$ cat src/rtl/irq_request_latch_pkg.sv
// ---------------------------------------------------------------------------
// irq_request_latch_pkg
// Shared constants and helpers for the interrupt request latch.
//   N_SRC      number of request sources
//   IDX_W      width of the source index returned by the encoder
//   MODE_*     values for the EDGE_MODE parameter
//   SETTLE_W   width of the post-reset settle down-counter
// ---------------------------------------------------------------------------
package irq_request_latch_pkg;

    localparam int N_SRC    = 4;
    localparam int IDX_W    = 2;
    localparam int SETTLE_W = 3;

    localparam bit MODE_LEVEL = 1'b0;
    localparam bit MODE_EDGE  = 1'b1;

    typedef logic [N_SRC-1:0] src_vec_t;

    // One-hot decode of an encoder index into a per-source vector.
    function automatic src_vec_t idx_to_vec(input logic [IDX_W-1:0] idx);
        src_vec_t v;
        v      = '0;
        v[idx] = 1'b1;
        return v;
    endfunction

endpackage

$ cat src/rtl/irq_request_latch_bit_sync.sv
// ---------------------------------------------------------------------------
// irq_request_latch_bit_sync
// Single-bit synchroniser: STAGES-deep flop chain with async active-low reset.
// Ports:
//   i_clk    clock
//   i_rst_n  asynchronous active-low reset, clears the whole chain
//   i_d      asynchronous input
//   o_q      synchronised output (last stage)
// ---------------------------------------------------------------------------
module irq_request_latch_bit_sync #(
    parameter int STAGES = 2
) (
    input  logic i_clk,
    input  logic i_rst_n,
    input  logic i_d,
    output logic o_q
);

    logic [STAGES-1:0] r_chain;

    always_ff @(posedge i_clk or negedge i_rst_n) begin
        if (!i_rst_n) begin
            r_chain <= '0;
        end else begin
            r_chain <= {r_chain[STAGES-2:0], i_d};
        end
    end

    assign o_q = r_chain[STAGES-1];

endmodule

$ cat src/rtl/irq_request_latch.sv
// ---------------------------------------------------------------------------
// irq_request_latch
// Front end of the 4-input priority encoder. Synchronises four async request
// lines, latches rising edges into pending flags (or follows the level),
// tracks overruns, and drives masked encoder inputs d0..d3. The consumer acks
// the encoder index to clear one pending flag.
// Ports:
//   i_clk       clock, all state on rising edge
//   i_rst_n     asynchronous active-low reset
//   i_irq_in    async request lines, bit i = source i
//   i_mask      1 = source gated from the encoder (still latches)
//   i_ack       one-cycle pulse, consumer serviced i_ack_idx
//   i_ack_idx   index being acked ({a,b} from the encoder)
//   i_ovr_clr   one-cycle pulse, clears all overrun flags
//   o_d0..o_d3  encoder inputs, pending & ~mask
//   o_pending   raw pending flags
//   o_overrun   sticky overrun flags
// ---------------------------------------------------------------------------
module irq_request_latch
    import irq_request_latch_pkg::*;
#(
    parameter int SYNC_STAGES = 2,
    parameter bit EDGE_MODE   = MODE_EDGE
) (
    input  logic             i_clk,
    input  logic             i_rst_n,
    input  logic [N_SRC-1:0] i_irq_in,
    input  logic [N_SRC-1:0] i_mask,
    input  logic             i_ack,
    input  logic [IDX_W-1:0] i_ack_idx,
    input  logic             i_ovr_clr,
    output logic             o_d0,
    output logic             o_d1,
    output logic             o_d2,
    output logic             o_d3,
    output logic [N_SRC-1:0] o_pending,
    output logic [N_SRC-1:0] o_overrun
);

    src_vec_t              w_sync;
    src_vec_t              r_sync_d;
    src_vec_t              r_pending;
    src_vec_t              r_overrun;
    src_vec_t              w_rise;
    src_vec_t              w_ack_vec;
    src_vec_t              w_pending_nxt;
    src_vec_t              w_overrun_nxt;
    src_vec_t              w_d;
    logic [SETTLE_W-1:0]   r_settle;
    logic                  w_armed;

    for (genvar g = 0; g < N_SRC; g++) begin : g_sync
        irq_request_latch_bit_sync #(
            .STAGES (SYNC_STAGES)
        ) u_bit_sync (
            .i_clk   (i_clk),
            .i_rst_n (i_rst_n),
            .i_d     (i_irq_in[g]),
            .o_q     (w_sync[g])
        );
    end

    // After reset release the sync chain refills from whatever level the
    // lines hold. Edge detection stays disarmed until that fill has passed
    // through the history register, so a line held high across reset is not
    // mistaken for a fresh request.
    always_ff @(posedge i_clk or negedge i_rst_n) begin
        if (!i_rst_n) begin
            r_settle <= SETTLE_W'(SYNC_STAGES + 1);
        end else if (r_settle != '0) begin
            r_settle <= r_settle - SETTLE_W'(1);
        end
    end

    assign w_armed = (r_settle == '0);

    always_comb begin
        w_ack_vec     = '0;
        w_rise        = w_sync & ~r_sync_d & {N_SRC{w_armed}};
        w_pending_nxt = r_pending;
        w_overrun_nxt = r_overrun;

        if (i_ack) begin
            w_ack_vec = idx_to_vec(i_ack_idx);
        end

        if (EDGE_MODE == MODE_EDGE) begin
            // A rise always wins over an ack of the same source, so a new
            // event arriving as the old one is serviced is kept. That case is
            // not an overrun because the earlier event was consumed.
            w_pending_nxt = w_rise | (r_pending & ~w_ack_vec);
            w_overrun_nxt = (w_rise & r_pending & ~w_ack_vec)
                          | (r_overrun & {N_SRC{~i_ovr_clr}});
        end else begin
            w_pending_nxt = w_sync;
            w_overrun_nxt = '0;
        end
    end

    always_ff @(posedge i_clk or negedge i_rst_n) begin
        if (!i_rst_n) begin
            r_sync_d  <= '0;
            r_pending <= '0;
            r_overrun <= '0;
        end else begin
            r_sync_d  <= w_sync;
            r_pending <= w_pending_nxt;
            r_overrun <= w_overrun_nxt;
        end
    end

    assign w_d       = r_pending & ~i_mask;
    assign o_d0      = w_d[0];
    assign o_d1      = w_d[1];
    assign o_d2      = w_d[2];
    assign o_d3      = w_d[3];
    assign o_pending = r_pending;
    assign o_overrun = r_overrun;

endmodule

$ cat config.mk
export PLATFORM = sky130hd
export DESIGN_NAME = irq_request_latch
export DESIGN_NICKNAME = d
export VERILOG_FILES = /design/src/rtl/irq_request_latch_pkg.sv /design/src/rtl/irq_request_latch_bit_sync.sv /design/src/rtl/irq_request_latch.sv
export SDC_FILE = /design/constraint.sdc
export NUM_CORES = 1
export LEC_CHECK = 0
export BUFFER_PORTS_ARGS = -buffer_cell sky130_fd_sc_hd__buf_2
export CAP_MARGIN = 20
export CELL_PAD_IN_SITES_DETAIL_PLACEMENT = 1
export CELL_PAD_IN_SITES_GLOBAL_PLACEMENT = 1
export CORE_MARGIN = 10
export CORE_UTILIZATION = 40
export CTS_BUF_LIST = sky130_fd_sc_hd__clkbuf_16
export CTS_CLUSTER_DIAMETER = 100
export CTS_CLUSTER_SIZE = 8
export DETAILED_ROUTE_END_ITERATION = 10
export PLACE_DENSITY_LB_ADDON = 0.1
export REMOVE_ABC_BUFFERS = 1
export SYNTH_ARGS = -nofsm -noshare
export SYNTH_HDL_FRONTEND = slang
export SYNTH_SLANG_ARGS = --single-unit
$ cat constraint.sdc
create_clock -name i_clk -period 3.6 [get_ports i_clk]
set_input_delay 0.36 -clock i_clk [delete_from_list [all_inputs] [get_ports i_clk]]
set_output_delay 0.36 -clock i_clk [all_outputs]
set_load 0.01 [all_outputs]
==> flow_metrics.env, run 1 <==
export IMPL_yosysWarningCount=0
export IMPL_layout_area_overhead_vs_synth_pct=28.2
export IMPL_synthAdderAreaFrac=0.0297
export IMPL_io_buffers=25
export IMPL_maxSlewViolCount=0
export IMPL_synth_compound_area_share=0.0802
export IMPL_post_cts_buffers=0
export IMPL_grt_met1_usage=0.0905
export IMPL_layout_min_cycle_time_ps=1340
export IMPL_grt_pass1_wl_um=2990
export IMPL_syn_avg_cell_area_um2=14.3
export IMPL_grt_max_degree=24
export IMPL_first_global_vias=652
export IMPL_h_tree_depth=1
export IMPL_fill_cells=212
export IMPL_cts_hold_buffers=0
export IMPL_drv_cap=0
export IMPL_place_gp_congestion=0.729
export IMPL_first_pass_iters=4
export IMPL_synth_top_family_by_area="simple AND/OR/NAND/NOR gates"
export IMPL_grt_use_met2=0.155
export IMPL_clock_sinks=23
export IMPL_fmax_mhz=745
export IMPL_start_kind="register"
export IMPL_status="finished, final reports clean"
export IMPL_layout_commonest_cell="buf_2"
export IMPL_final_cell_mix="buf_2 (25), dfrtp_1 (21), inv_1 (9)"
export IMPL_antenna_found_initial=0
export IMPL_synth_mux_area_frac=0.0253
export IMPL_place_hpwl_um=1380
export IMPL_core_mm2=0.00198
export IMPL_first_iter_violations=4
export IMPL_setup_tns_final_ps=0
export IMPL_critical_path_endpoint_type="register"
export IMPL_ant_nets=0
export IMPL_cts_tree="done"
export IMPL_antenna_cells=0
export IMPL_drc=0
export IMPL_dpl_cell_area_mm2=0.00100
export IMPL_grt_busiest_layer="met2"
export IMPL_synth_xor_area_share=0.0104
export IMPL_fin_crit_sh=0.373
export IMPL_hold_viol_final=0
export IMPL_wl_per_cell_um=16.1
export IMPL_grt_setup_unrepaired="no"
export IMPL_hold_path_class="in2async"
export IMPL_ios=26
export IMPL_yosys_area_share_simple=0.132
export IMPL_num_rows=16
export IMPL_viasPerCell=4.81
export IMPL_vdd_drop_max_mv=0.339
export IMPL_fp_dieH_um=65.9
export IMPL_path_class="reg2reg"
export IMPL_netlist_instances=59
export IMPL_vias=553
export IMPL_path_max_fanout=5
export IMPL_ctsResizeCount=0
export IMPL_initial_utilization=0.425
export IMPL_clock_skew_ps=3.78
export IMPL_wl_um=1850
export IMPL_clk_latency_ps=260
export IMPL_numCtsBuffers=3
export IMPL_cp_required_ps=3750
export IMPL_worstMarginPinSlew_ps=509
export IMPL_num_nets_final=105
export IMPL_max_slew_margin=0.661
export IMPL_clockRootBuffer="clkbuf_16"
export IMPL_setup_violations=0
export IMPL_synth_cell_types=19
export IMPL_p_per_area_mw_per_mm2=535
export IMPL_gr_usage_met3=0.0407
export IMPL_clockBufferDepth=2
export IMPL_grt_ovfl_total=0
export IMPL_yosysSeqAreaShare=0.686
export IMPL_layout_drive_gt1_share=0.375
export IMPL_die_area_mm2=0.00434
export IMPL_grt_use_total=0.0918
export IMPL_synth_area_um2=842
export IMPL_yosys_register_bits=23
export IMPL_die_x_um=65.9
export IMPL_clk_pin_slew_ps=60
export IMPL_worstPathArrival_ps=1490
export IMPL_final_area_mm2=0.00108
export IMPL_power_leakage_nw=0.551
## synthesized netlist by cell type (all sizes together)
cell type | instances | area [µm²]
dfstp | 2 | 52.6
a22o | 1 | 8.76
a41o | 1 | 10.0
o32ai | 3 | 33.8
dfrtp | 21 | 526
inv | 8 | 30.0
nand4bb | 3 | 33.8
mux2i | 1 | 10.0
nand3 | 1 | 5.00
o21ai | 3 | 15.0
mux2 | 1 | 11.3
xnor2 | 1 | 8.76
nor2b | 4 | 32.5
ha | 2 | 25.0
and3b | 2 | 17.5
nor3b | 1 | 7.51
nor2 | 4 | 15.0
## final cells by class
class,instances,area (µm²),area share
clock buffers,3,75.1,0.0695
clock inverters,1,3.75,0.00348
inverters,8,30.0,0.0278
multi-input cells,28,234,0.217
flip-flops and latches,23,578,0.535
well taps,27,33.8,0.0313
repair buffers,25,125,0.116
## sequential cells by signal, summed over array words and instances (netlist names)
name	flops
g_sync.u_bit_sync.r_chain	8
o_overrun	4
o_pending	4
r_sync_d	4
r_settle	3
## critical path: stages (launching register included)
cell     delay, ps
dfstp_2        540
inv_1           60
ha_1           260
nor2b_4        170
a41o_1         210
## kinds of logic after synthesis
| logic type | Yosys count |
|---|---|
| simple gates | 15 |
| buf+inv | 8 |
| compound gates | 8 |
| flops | 23 |
| mux | 2 |
| fa+ha+maj | 2 |
| xor+xnor | 1 |
## per-layer routing
metal,vias up,share of wire
li1,259,-
met1,266,0.37
met2,23,0.49
met3,5,0.11
met4,0,0.026
met5,-,0
## worst paths after layout
kind                            slack, ps                            start                         endpoint  cells after the start
worst max-delay path                 2260                      r_settle[0]                     o_overrun[3]                      4
worst min-delay path                   70                          i_rst_n                     o_overrun[2]                      1
worst max register to register       2260                      r_settle[0]                     o_overrun[3]                      4
worst min register to register        350  g_sync[2].u_bit_sync.r_chain[0]  g_sync[2].u_bit_sync.r_chain[1]                      0
max in group asynchronous            3170                          i_rst_n                      r_settle[0]                      1
min in group i_clk                    210                      i_irq_in[1]  g_sync[1].u_bit_sync.r_chain[0]                      1
## through the flow
step	hold slack (ps)	power, mW	std cells	utilization	setup slack [ps]
2_1_floorplan	64.4	0.313	59	-	2340
3_3_place_gp	332	0.344	111	0.505	2310
3_5_place_dp	337	0.347	111	0.505	2270
4_1_cts	84.1	0.588	115	0.545	2250
5_1_grt	103	0.604	115	0.545	2220
6_report	70.1	0.577	115	0.545	2260
## power breakdown
| part | leakage, nW | internal [mW] | switching [mW] |
|---|---|---|---|
| clock network | 0.0423 | 0.148 | 0.0884 |
| logic | 0.242 | 0.0253 | 0.0317 |
| registers | 0.267 | 0.276 | 0.00791 |
| total | 0.551 | 0.449 | 0.128 |
Power figures use the tool's default switching activity.
==> run 2: changes to the inputs <==
--- a/config.mk
+++ b/config.mk
@@ -10,7 +10,7 @@
 export CELL_PAD_IN_SITES_DETAIL_PLACEMENT = 1
 export CELL_PAD_IN_SITES_GLOBAL_PLACEMENT = 1
 export CORE_MARGIN = 10
-export CORE_UTILIZATION = 40
+export CORE_UTILIZATION = 34
 export CTS_BUF_LIST = sky130_fd_sc_hd__clkbuf_16
 export CTS_CLUSTER_DIAMETER = 100
 export CTS_CLUSTER_SIZE = 8
==> constraint.sdc (replaced) <==
create_clock -name i_clk -period 1.2 [get_ports i_clk]
set_input_delay 0.12 -clock i_clk [delete_from_list [all_inputs] [get_ports i_clk]]
set_output_delay 0.12 -clock i_clk [all_outputs]
set_load 0.01 [all_outputs]
==> flow_metrics.env, run 2 (same netlist as run 1, synthesis figures left out) <==
export IMPL_worstMarginPinSlew_ps=502
export IMPL_layout_area_overhead_vs_synth_pct=38.0
export IMPL_clock_skew_ps=1.81
export IMPL_die_x_um=69.8
export IMPL_largest_reg_flops=8
export IMPL_min_from="i_ovr_clr"
export IMPL_grt_pass1_wl_um=2960
export IMPL_reg2regPathDepth=4
export IMPL_fmax_mhz=852
export IMPL_start_kind="register"
export IMPL_setup_violations=0
export IMPL_drv_cap=0
export IMPL_num_rows=17
export IMPL_crit_buf_inv=1
export IMPL_clock_sinks=23
export IMPL_wl_met3_um=150
export IMPL_critical_path_endpoint_type="register"
export IMPL_clk_pin_slew_ps=60
export IMPL_num_nets_final=112
export IMPL_largest_register="g_sync.u_bit_sync.r_chain"
export IMPL_fin_crit_sh=0.978
export IMPL_io_buffers=25
export IMPL_cts_tree="done"
export IMPL_numCtsBuffers=3
export IMPL_min_path_cells=2
export IMPL_cpLargestDelayFamily="flip-flops"
export IMPL_maxSlewViolCount=0
export IMPL_place_hpwl_um=1380
export IMPL_dpl_cell_area_mm2=0.00102
export IMPL_place_gp_congestion=0.680
export IMPL_r2r_slack_ps=30
export IMPL_status="finished, final reports clean"
export IMPL_layout_min_cycle_time_ps=1170
export IMPL_h_tree_depth=1
export IMPL_wl_um=1760
export IMPL_grt_ovfl_total=0
export IMPL_hold_path_class="in2reg"
export IMPL_viasPerCell=4.62
export IMPL_regToRegEndpoint="o_pending[3]"
export IMPL_final_cell_mix="buf_2 (25), dfrtp_1 (21), inv_1 (7)"
export IMPL_antenna_cells=0
export IMPL_vias=568
export IMPL_first_pass_iters=3
export IMPL_die_area_mm2=0.00487
export IMPL_initial_utilization=0.370
export IMPL_core_mm2=0.00228
export IMPL_wl_met2_um=805
export IMPL_power_leakage_nw=0.586
export IMPL_antenna_found_initial=0
export IMPL_worstPathArrival_ps=1320
export IMPL_met1_length_um=762
export IMPL_p_per_area_mw_per_mm2=1490
export IMPL_clockBufferDepth=2
export IMPL_grt_setup_unrepaired="yes"
export IMPL_path_class="reg2reg"
export IMPL_grt_use_total=0.0741
export IMPL_first_global_vias=623
export IMPL_ant_nets=0
export IMPL_final_area_mm2=0.00116
export IMPL_setup_tns_final_ps=0
export IMPL_wl_per_cell_um=14.3
export IMPL_clk_latency_ps=250
export IMPL_top_layer="met4"
export IMPL_grt_max_degree=24
export IMPL_layout_commonest_cell="buf_2"
export IMPL_first_iter_violations=16
export IMPL_vdd_drop_max_mv=1.07
export IMPL_drc=0
export IMPL_r2r_start="r_settle[0]"
export IMPL_fp_dieH_um=69.8
export IMPL_crit_path_top_delay_cell="dfstp_2"
export IMPL_ios=26
export IMPL_whs_endpoint="o_overrun[2]"
export IMPL_max_slew_margin=0.665
export IMPL_layout_drive_gt1_share=0.400
export IMPL_path_max_fanout=4
export IMPL_critical_path_max_stage_delay_ps=540
export IMPL_clockRootBuffer="clkbuf_16"
export IMPL_hold_viol_final=0
export IMPL_cp_required_ps=1340
export IMPL_cp_cell_sequence="inv_2 > ha_4 > nor2b_4 > a22o_1"
==> run 2: changes by cell type in the layout (fill, tap and decap cells not counted), sizes merged <==
cell,previous run,this run
dlygate4sd3,0,5
buf,25,27
==> run 2: metrics by stage <==
step	total power, mW	cells	worst slack [ps]	hold WS (ps)	utilization
CTS	1.77	123	0.729	131	0.509
global route	1.82	123	-21.7	135	0.511
floorplan	0.938	59	-55.2	-176	-
finish	1.74	123	26.4	127	0.511
detailed placement	1.04	114	-76.8	122	0.447
global placement	1.03	114	-59.3	119	0.447
==> run 2: where the power goes <==
| group | switching, mW | internal, mW |
|---|---|---|
| Sequential | 0.0223 | 0.827 |
| Combinational | 0.0973 | 0.0869 |
| Clock | 0.259 | 0.444 |
==> run 2: how the worst max path moves through the flow <==
stage	from	end	slack, ps	depth (start not counted)
after CTS	r_settle[0]	o_overrun[3]	0.7	4
final	r_settle[0]	o_pending[3]	30	4
after global routing	r_settle[0]	o_pending[3]	-20	4
after detailed placement	r_settle[0]	o_overrun[3]	-80	4
after global placement	r_settle[0]	o_overrun[3]	-60	4
after floorplan	r_settle[0]	o_overrun[3]	-60	4
==> run 2: layout make-up <==
type,instances,area (µm²)
Tap cell,28,35.0
Multi-Input combinational cell,28,246
Fill cell,239,1110
Clock inverter,1,3.75
Clock buffer,3,75.1
Inverter,8,30.0
Timing Repair Buffer,32,194
Sequential cell,23,578
==> run 2: repair_timing <==
action                                  CTS  global route
endpoints found under the setup margin    9             6
setup buffers                             0             0
hold buffers                              5             0
pin swaps                                 0             2
cloned                                    0             0
resized for setup                         4             2
endpoints found under the hold margin    25             0
==> run 2: metal layers <==
| layer | vias to the layer above | global-route usage |
|---|---|---|
| met2 | 20 | 0.114 |
| met3 | 3 | 0.0314 |
| met4 | 0 | 0.0457 |
| met5 | - | 0 |
| met1 | 273 | 0.0822 |
| li1 | 272 | - |
